`src/rtl/data_memory_wait_if.sv`:
```
// Request/response bundle between the pipeline memory stage and data_memory_wait.
// The pipeline side is the master; the memory block is the slave.
interface data_memory_wait_if #(
    parameter int ADDR_W = 32,
    parameter int WORD_W = 32
);
    logic [ADDR_W-1:0] i_req_addr;
    logic [WORD_W-1:0] i_req_wr_data;
    logic              i_req_wr_en;
    logic [1:0]        i_req_count;
    logic [WORD_W-1:0] o_res_rd_data;
    logic [1:0]        o_res_code;

    modport master (
        output i_req_addr,
        output i_req_wr_data,
        output i_req_wr_en,
        output i_req_count,
        input  o_res_rd_data,
        input  o_res_code
    );

    modport slave (
        input  i_req_addr,
        input  i_req_wr_data,
        input  i_req_wr_en,
        input  i_req_count,
        output o_res_rd_data,
        output o_res_code
    );
endinterface

```
`src/rtl/data_memory_wait.sv`:
```
// Byte-addressed little-endian word store with sized accesses, programmable wait
// states and a PENDING/DONE/ERROR response code that stalls the pipeline.
module data_memory_wait #(
    parameter int WORD_W         = 32,
    parameter int ADDR_W         = 32,
    parameter int WORD_COUNT     = 16,
    parameter int LATENCY        = 2,
    parameter bit CLEAR_ON_RESET = 1'b1
) (
    input logic clk,
    input logic areset,
    data_memory_wait_if.slave bus
);
    localparam int IDX_W = (WORD_COUNT > 1) ? $clog2(WORD_COUNT) : 1;
    localparam logic [ADDR_W:0] LIMIT = (ADDR_W + 1)'(4 * WORD_COUNT);

    typedef enum logic [1:0] {ST_IDLE, ST_WAIT, ST_RESP} state_t;

    state_t            state_q, state_d;
    logic [3:0]        cnt_q;
    logic [ADDR_W-1:0] addr_q;
    logic [WORD_W-1:0] wdata_q;
    logic              wen_q;
    logic [1:0]        count_q;
    logic              err_q;
    logic [WORD_W-1:0] rd_q;
    logic [1:0]        res_code;

    logic [WORD_W-1:0] mem [0:WORD_COUNT-1];

    logic [ADDR_W-1:0] acc_addr;
    logic [WORD_W-1:0] acc_wdata;
    logic              acc_wen;
    logic [1:0]        acc_count;
    logic              acc_err;
    logic              accept;
    logic              enter_resp;
    logic [IDX_W-1:0]  idx;
    logic [3:0]        byte_en;
    logic [WORD_W-1:0] wr_word;
    logic [WORD_W-1:0] cur_word;
    logic [WORD_W-1:0] rd_word;

    // With LATENCY=0 the access completes on the accepting edge, so the live
    // inputs are used in IDLE and the latched copy everywhere else.
    always_comb begin
        acc_addr  = addr_q;
        acc_wdata = wdata_q;
        acc_wen   = wen_q;
        acc_count = count_q;
        if (state_q == ST_IDLE) begin
            acc_addr  = bus.i_req_addr;
            acc_wdata = bus.i_req_wr_data;
            acc_wen   = bus.i_req_wr_en;
            acc_count = bus.i_req_count;
        end
        acc_err = ((acc_count == 2'd2) && acc_addr[0])
               || ((acc_count == 2'd3) && (acc_addr[1:0] != 2'b00))
               || ({1'b0, acc_addr} >= LIMIT);
        accept  = (state_q == ST_IDLE) && (bus.i_req_count != 2'd0);
        idx     = acc_addr[IDX_W+1:2];
    end

    always_comb begin
        state_d  = state_q;
        res_code = 2'd0;
        case (state_q)
            ST_IDLE: begin
                if (accept) begin
                    state_d = (LATENCY == 0) ? ST_RESP : ST_WAIT;
                end
            end
            ST_WAIT: begin
                res_code = 2'd1;
                if (cnt_q == 4'd1) begin
                    state_d = ST_RESP;
                end
            end
            ST_RESP: begin
                res_code = err_q ? 2'd3 : 2'd2;
                state_d  = ST_IDLE;
            end
            default: state_d = ST_IDLE;
        endcase
        enter_resp = (state_d == ST_RESP) && (state_q != ST_RESP);
    end

    always_comb begin
        byte_en  = 4'b0000;
        wr_word  = acc_wdata;
        cur_word = mem[idx];
        rd_word  = '0;
        case (acc_count)
            2'd1: begin
                byte_en = 4'b0001 << acc_addr[1:0];
                wr_word = {4{acc_wdata[7:0]}};
                rd_word = {24'b0, cur_word[{acc_addr[1:0], 3'b000} +: 8]};
            end
            2'd2: begin
                byte_en = acc_addr[1] ? 4'b1100 : 4'b0011;
                wr_word = {2{acc_wdata[15:0]}};
                rd_word = acc_addr[1] ? {16'b0, cur_word[31:16]} : {16'b0, cur_word[15:0]};
            end
            2'd3: begin
                byte_en = 4'b1111;
                rd_word = cur_word;
            end
            default: begin
                byte_en = 4'b0000;
            end
        endcase
    end

    always_ff @(posedge clk or posedge areset) begin
        if (areset) begin
            state_q <= ST_IDLE;
            cnt_q   <= 4'd0;
            addr_q  <= '0;
            wdata_q <= '0;
            wen_q   <= 1'b0;
            count_q <= 2'd0;
            err_q   <= 1'b0;
            rd_q    <= '0;
        end else begin
            state_q <= state_d;
            if (accept) begin
                addr_q  <= bus.i_req_addr;
                wdata_q <= bus.i_req_wr_data;
                wen_q   <= bus.i_req_wr_en;
                count_q <= bus.i_req_count;
                err_q   <= acc_err;
                cnt_q   <= 4'(LATENCY);
            end else if (state_q == ST_WAIT) begin
                cnt_q <= cnt_q - 4'd1;
            end
            if (enter_resp) begin
                rd_q <= (acc_err || acc_wen) ? '0 : rd_word;
            end
        end
    end

    // Storage only sees the reset when clearing is enabled.
    if (CLEAR_ON_RESET) begin : g_clear
        always_ff @(posedge clk or posedge areset) begin
            if (areset) begin
                for (int w = 0; w < WORD_COUNT; w++) begin
                    mem[w] <= '0;
                end
            end else if (enter_resp && acc_wen && !acc_err) begin
                for (int b = 0; b < 4; b++) begin
                    if (byte_en[b]) begin
                        mem[idx][b*8 +: 8] <= wr_word[b*8 +: 8];
                    end
                end
            end
        end
    end else begin : g_keep
        always_ff @(posedge clk) begin
            if (!areset && enter_resp && acc_wen && !acc_err) begin
                for (int b = 0; b < 4; b++) begin
                    if (byte_en[b]) begin
                        mem[idx][b*8 +: 8] <= wr_word[b*8 +: 8];
                    end
                end
            end
        end
    end

    assign bus.o_res_code    = res_code;
    assign bus.o_res_rd_data = rd_q;
endmodule
```
`src/flat_wrapper.sv`:
```
// flat-port wrapper written by rule: the top's interface ports become plain ports
module data_memory_wait_flat 
#(
    parameter int WORD_W         = 32,
    parameter int ADDR_W         = 32,
    parameter int WORD_COUNT     = 16,
    parameter int LATENCY        = 2,
    parameter bit CLEAR_ON_RESET = 1'b1
)
  (clk, areset, bus_i_req_addr, bus_i_req_wr_data, bus_i_req_wr_en, bus_i_req_count, bus_o_res_rd_data, bus_o_res_code);
  data_memory_wait_if #(.ADDR_W(ADDR_W), .WORD_W(WORD_W)) bus_i ();
  input logic clk;
  input logic areset;
  input wire logic [$bits(bus_i.i_req_addr)-1:0] bus_i_req_addr;
  input wire logic [$bits(bus_i.i_req_wr_data)-1:0] bus_i_req_wr_data;
  input wire logic [$bits(bus_i.i_req_wr_en)-1:0] bus_i_req_wr_en;
  input wire logic [$bits(bus_i.i_req_count)-1:0] bus_i_req_count;
  output wire logic [$bits(bus_i.o_res_rd_data)-1:0] bus_o_res_rd_data;
  output wire logic [$bits(bus_i.o_res_code)-1:0] bus_o_res_code;
  assign bus_i.i_req_addr = bus_i_req_addr;
  assign bus_i.i_req_wr_data = bus_i_req_wr_data;
  assign bus_i.i_req_wr_en = bus_i_req_wr_en;
  assign bus_i.i_req_count = bus_i_req_count;
  assign bus_o_res_rd_data = bus_i.o_res_rd_data;
  assign bus_o_res_code = bus_i.o_res_code;
  data_memory_wait #(.WORD_W(WORD_W), .ADDR_W(ADDR_W), .WORD_COUNT(WORD_COUNT), .LATENCY(LATENCY), .CLEAR_ON_RESET(CLEAR_ON_RESET)) u_core (.clk(clk), .areset(areset), .bus(bus_i));
endmodule
```
`config.mk`:
```
export PLATFORM = sky130hd
export DESIGN_NAME = data_memory_wait_flat
export DESIGN_NICKNAME = d
export VERILOG_FILES = /design/src/rtl/data_memory_wait_if.sv /design/src/rtl/data_memory_wait.sv /design/src/flat_wrapper.sv
export SDC_FILE = /design/constraint.sdc
export NUM_CORES = 1
export LEC_CHECK = 0
export CORE_UTILIZATION = 23
export DETAILED_ROUTE_END_ITERATION = 8
export MAX_ROUTING_LAYER = met4
export PLACE_DENSITY_LB_ADDON = 0.1
export SLEW_MARGIN = 15
export SYNTH_ARGS = -nofsm -noshare
export SYNTH_HDL_FRONTEND = slang
export SYNTH_SLANG_ARGS = --single-unit
```
`constraint.sdc`:
```
create_clock -name clk -period 31.2 [get_ports clk]
set_input_delay 6.24 -clock clk [delete_from_list [all_inputs] [get_ports clk]]
set_output_delay 6.24 -clock clk [all_outputs]
set_load 0.02 [all_outputs]
```
==> After elaboration in Yosys (flattened, before gate mapping) <==
Cells that the tools add are included.
{ "op_classes": {"shifts": 2, "n_eq_ne": 8, "n_lt_le_gt_ge": 3, "bitwise_logic": 1, "addsub": 1, "reduce_logical": 15, "muxes": 39} }
{ "ops": {"columns": ["cell", "n"], "rows": [
  ["512-bit two-way mux", 7],
  ["512-bit bitwise mux", 4],
  ["32-bit demux with 4-bit select", 4],
  ["32-bit two-way mux", 6],
  ["32-bit binary-select mux with 4-bit select", 1],
  ["32-bit case mux with 3 select lines", 1],
  ["32-bit case mux with 2 select lines", 1],
  ["32-bit by 7-bit >= comparator with 1-bit output, second input constant", 1],
  ["16-bit two-way mux", 2],
  ["32-bit by 6-bit variable part select with 8-bit output", 1],
  ["24-bit two-way mux", 1],
  ["4-bit two-way mux", 3],
  ["4-bit case mux with 3 select lines", 1],
  ["2-bit == test, second input constant", 4],
  ["8-bit two-way mux", 1],
  ["2-bit case mux with 2 select lines", 2],
  ["1-bit logical AND", 7],
  ["2-bit two-way mux", 3],
  ["2-bit nonzero test", 3],
  ["5-bit >= comparator, second input constant", 1],
  ["5-bit by 1-bit < comparator with 1-bit output, second input constant", 1],
  ["4-bit inverter with 5-bit output", 1],
  ["2-bit by 1-bit == test with 1-bit output, second input constant", 2],
  ["4-bit by 1-bit == test with 1-bit output, second input constant", 1],
  ["other kinds (7)", 10]
]} }
{ "totals": {"in_bits": 69, "output_inout_bits": 34, "reg_bits": 618, "word_cells": 93} }

==> Longest topological paths before layout <==
{ "logic_depth": {"word_depth": 18, "ltp_mapped": 20, "depth_no_buf": 11} }

==> Worst setup path after synthesis <==
Ideal clock, no wire load.
{ "synth_path": {"path_type": "input-to-reg", "startpoint": "in bus_i_req_count[1]", "endpoint": "reg u_core.mem[144] in the netlist's numbering", "arrival_time_ns": 8.523, "n_path_buf": 3, "slack_ns": 22.552, "setup_ns": 0.125, "required_time_ns": 31.075, "cell_stages": 11, "path_cell_list": "mux2i_1 -> inv_1 -> ha_1 -> clkbuf_1 -> a221oi_2 -> nand4b_2 -> o21bai_1 -> buf_2 -> buf_6 -> nor2_4 -> mux2_2"} }
{ "synth_between": {"elab_chain_cells": 13, "elab_cells_between_ends": 29, "classes_between": "eq/ne (4); mux (15); reduce/logical (10)"} }
{ "synth_lines": {"columns": ["item", "line_no", "source"], "rows": [
  ["start: declaration", "flat_wrapper.sv:17", "input wire logic [$bits(bus_i.i_req_count)-1:0] bus_i_req_count;"],
  ["2-bit two-way mux", "data_memory_wait.sv:51", "if (state_q == ST_IDLE) begin"],
  ["2-bit == test, or another cell as far along", "data_memory_wait.sv:58, data_memory_wait.sv:93", null],
  ["4-bit case mux with 3 select lines", "data_memory_wait.sv:93", "case (acc_count)"],
  ["512-bit two-way mux", "data_memory_wait.sv:151", "if (byte_en[b]) begin"],
  ["512-bit two-way mux", "data_memory_wait.sv:149", "end else if (enter_resp && acc_wen && !acc_err) begin"],
  ["512-bit bitwise mux", "data_memory_wait.sv:152", "mem[idx][b*8 +: 8] <= wr_word[b*8 +: 8];"],
  ["512-bit two-way mux", "data_memory_wait.sv:151", null],
  ["512-bit two-way mux", "data_memory_wait.sv:149", null],
  ["512-bit bitwise mux", "data_memory_wait.sv:152", null],
  ["512-bit two-way mux", "data_memory_wait.sv:151", null],
  ["512-bit two-way mux", "data_memory_wait.sv:149", null],
  ["512-bit bitwise mux", "data_memory_wait.sv:152", null],
  ["512-bit two-way mux", "data_memory_wait.sv:151", null],
  ["end signal: indexed assignment", "data_memory_wait.sv:152", null],
  ["end: declaration", "data_memory_wait.sv:29", "logic [WORD_W-1:0] mem [0:WORD_COUNT-1];"]
]} }
Parallel ways exist; a longest one is shown, timed or not. The select of a mux whose other input is x is not followed.
A chain may end at the register's enable or synchronous reset.

==> Worst setup path in the final report <==
{ "layout_path": {"startpoint": "in bus_i_req_addr[2]", "endpoint": "reg u_core.rd_q[2], in the netlist u_core.bus.o_res_rd_data[2]"} }
{ "layout_between": {"elab_chain_cells": 8, "elab_cells_between_ends": 12, "classes_between": "order compare (1); shift (1); mux (7); bitwise (1); reduce/logical (2)"} }
{ "layout_lines": {"columns": ["item", "line_no", "source"], "rows": [
  ["start: declaration", "flat_wrapper.sv:14", "input wire logic [$bits(bus_i.i_req_addr)-1:0] bus_i_req_addr;"],
  ["32-bit two-way mux (*)", "data_memory_wait.sv:51", null],
  ["4-bit inverter with 5-bit output (not written as such)", "data_memory_wait.sv:91", "cur_word = mem[idx];"],
  ["32-bit binary-select mux with 4-bit select", "data_memory_wait.sv:91", null],
  ["32-bit two-way mux (not written as such) (2 in a row)", "data_memory_wait.sv:91", null],
  ["32-bit by 6-bit variable part select with 8-bit output or 16-bit two-way mux (tied branches)", "data_memory_wait.sv:97, data_memory_wait.sv:102", null],
  ["32-bit case mux with 3 select lines", "data_memory_wait.sv:93", null],
  ["32-bit two-way mux (*)", "data_memory_wait.sv:137", "rd_q <= (acc_err || acc_wen) ? '0 : rd_word;"],
  ["end signal: assignment", "data_memory_wait.sv:137", null],
  ["end: declaration", "data_memory_wait.sv:26", "logic [WORD_W-1:0] rd_q;"]
]} }
Mark *: on every way between the ends. The rest lies on a longest branch, timed or not. The select of a mux whose other input is x is not followed.

==> results.cfg <==
[outcome]
outcome = completed

[power]
switching_share_pct = 44.8
seqPwrFrac_pct = 27.7
clockPowerShare_pct = 28.7
p_int_uw = 1750
irDropWorstVdd_mv = 0.0833
share_comb_of_total_power_pct = 43.6
p_switching_uw = 1420
p_leak_uw = 0.0166
power_density_nw_per_um2 = 89.6

[sta]
hold_violations = 0
timing.fmax_mhz = 98.7
worst_pin_slew_ns = 1.22
maxSlewViolCount = 0
setup_violations = 0
fin_crit_ns = 10.13
fin_crit_sh_pct = 32.5
fin_skew_ns = 0.0226
fin_setup_tns_ns = 0
rsz0062_at_grt = false
slew_headroom_pct = 18.2

[finish]
final_area_um2 = 35300
fillers = 13000
final_cell_mix = dfrtp_1, mux2_2, nand2_1
final_common_cell = dfrtp_1
nets = 2411
drive_above_1_share_pct = 35.6
seqCellArea_um2 = 15500
multi_input_comb_area_um2 = 13700
fin_util_pct = 27.6
areaGrowthSynthToFinish_pct = 18.5

[clock_network]
cts-root-buf = clkbuf_16
cts.sinks = 618
cts_buffers = 77
cts_resized = 0
cts_tree = built
clk_latency_ns = 0.65
cts_max_level = 3
clk_pin_slew_ns = 0.06
cts_hold_buf = 0
cts_setup_buffers = 0
cts_max_path_buffers = 3

[setup_path]
r2r_cells = 12
slowest_delay_ns = 0.86
endpoint_kind = register
critPathSlowestCell = nor4_2
critPathTopFamily = buffers and inverters
cp_num_buf_inv = 2
critical_path_class = in2reg
crit_path_start_kind = primary input
r2r_slack_ns = 25.79
crit_fanout = 106
worstReg2RegStart = u_core.state_q[0]$_DFF_PP0_
cp_cell_sequence = clkdlybuf4s50_1 > mux2_8 > buf_12 > mux4_2 > nor2_1 > nor4_2 > a22oi_1 > a211oi_1 > a221o_1
r2r_end = u_core.bus.o_res_rd_data[2]$_DFFE_PP0P_
cp.arrival_ns = 10.71
required_ns = 31.78

[flow_run]
cap_violations = 0

[floorplanning]
ios = 103
fp-row-count = 131
floorplan.die_area_um2 = 131000
coreArea_um2 = 128000
die_w_um = 362
die-height_um = 362
initial_core_util_pct = 23.3

[drt]
wl_um = 101000
via_per_inst = 4.58
vias = 18900
postRouteAntennaNets = 0
first_pass_iters = 5
dr.first_iter.drc_count = 1129
routedWlPerCell_um = 24.4
drc = 0

[logic_synthesis]
synth_top_area_share_pct = 51.9
netlist_instances = 2239
yosys_warnings = 0
synth-async-reset-ratio_pct = 100
synth_ff_type = dfrtp_1
synth_largest_area_cell = dfrtp_1
ys_ff_latch = 618
synth-edff-count = 0
post_synth.cell_area_avg_um2 = 13.3
ys_types = 66
synth.area.top_cells = dfrtp_1, mux2_2, mux4_2
syn-cell-area_um2 = 29800
ys_seq_area_share_pct = 51.9
syn-num-nets = 2317

[global_route]
grt_max_degree = 149
grt_use_total_pct = 16.0
grt-ovfl-total = 0
grt_pass1_vias = 20000
antenna_found_initial = 6
grt_pass1_wl_um = 148000

[placement]
hpwl_um = 67200
place_area_um2 = 32800
numPortBuffers = 102
gp_congestion = 0.819

[worst_hold_path]
hp-class = reg2reg
holdPathEnd = u_core.wdata_q[22]$_DFFE_PP0P_
min_delay_path_depth = 2
min_from = u_core.wdata_q[22]$_DFFE_PP0P_
==> flip-flops by register name (all words and copies together), names as in the netlist <==
register	count
u_core.bus.o_res_rd_data	32
u_core.wdata_q	32
u_core.err_q	1
u_core.count_q	2
u_core.mem	512
u_core.wen_q	1
u_core.addr_q	32
u_core.cnt_q	4
u_core.state_q	2
==> worst max path at each step <==
stage                      startpoint                                      end  slack, ns  cells past startpoint
global route        bus_i_req_addr[2]  u_core.bus.o_res_rd_data[2]$_DFFE_PP0P_      20.88                      9
global placement    bus_i_req_addr[2]  u_core.bus.o_res_rd_data[2]$_DFFE_PP0P_      20.48                      9
floorplan                      areset             u_core.addr_q[0]$_DFFE_PP0P_       7.65                      1
detailed placement  bus_i_req_addr[2]  u_core.bus.o_res_rd_data[2]$_DFFE_PP0P_      20.36                      9
finish              bus_i_req_addr[2]  u_core.bus.o_res_rd_data[2]$_DFFE_PP0P_      21.07                      9
CTS                 bus_i_req_addr[2]  u_core.bus.o_res_rd_data[2]$_DFFE_PP0P_      21.04                      9
==> metal layers <==
| layer | vias to the layer above | routed length [µm] | track usage, % | part of all wire [%] |
|---|---|---|---|---|
| li1 | 8311 | - | - | - |
| met5 | - | 0 | - | 0 |
| met1 | 10100 | 48800 | 22.3 | 48 |
| met4 | 0 | 2240 | 3.94 | 2.2 |
| met3 | 125 | 4220 | 2.74 | 4.2 |
| met2 | 379 | 45400 | 23.9 | 45 |
==> power by group through the flow <==
stage,clock network [µW],registers (µW),logic [µW]
3_3_place_gp,0,888,1390
3_5_place_dp,0,890,1400
2_1_floorplan,0,884,787
6_report,909,876,1380
5_1_grt,971,882,1470
4_1_cts,942,875,1410
==> cells in the mapped netlist, types with 13 or more instances <==
cell type and number:
nor2_2 16, mux2i_1 159, buf_4 15, o22ai_1 26
clkbuf_1 69, mux2_2 495, nor4_1 27, a22oi_1 16
buf_6 13, inv_1 14, nand3_1 20, nor3_1 22
a21oi_1 21, o21ai_0 23, dfrtp_1 618, nor2_4 31
nand2_1 257, nor2_1 111, nor2_8 17, a22o_1 17
mux4_2 75, mux2_1 44, buf_2 26
==> cells by family after synthesis <==
group	synth area share [%]
adder cells (fa/ha/maj)	0.378
flip-flops	51.9
buffers and inverters	2.76
AND/OR/NAND/NOR	9.52
multiplexers	31.7
XOR/XNOR	0.0882
AO/OA/AOI/OAI	3.59
==> stage by stage <==
| step | total power (µW) | hold WS, ns | cells | worst slack, ns |
|---|---|---|---|---|
| floorplan | 1670 | 0.442 | 2239 | 7.65 |
| global placement | 2280 | 0.456 | 3983 | 20.48 |
| detailed placement | 2290 | 0.458 | 3983 | 20.36 |
| CTS | 3220 | 0.474 | 4123 | 21.04 |
| global route | 3320 | 0.484 | 4123 | 20.88 |
| finish | 3160 | 0.472 | 4124 | 21.07 |
==> worst min-delay path, delay by kind of cell (launching register included) <==
kind | cells | cell delay, ns
flip-flops | 1 | 0.34
AND/OR/NAND/NOR | 2 | 0.11
==> cell type report <==
class | count | area share, %
antenna | 1 | 0.00709
tap | 1729 | 6.13
inverter | 14 | 0.170
multi-input combinational | 1472 | 38.7
clock inverter | 27 | 0.751
clock buffer | 113 | 6.47
sequential | 618 | 43.8
timing repair buffer | 150 | 3.98
(Power assumes the default switching activity.)
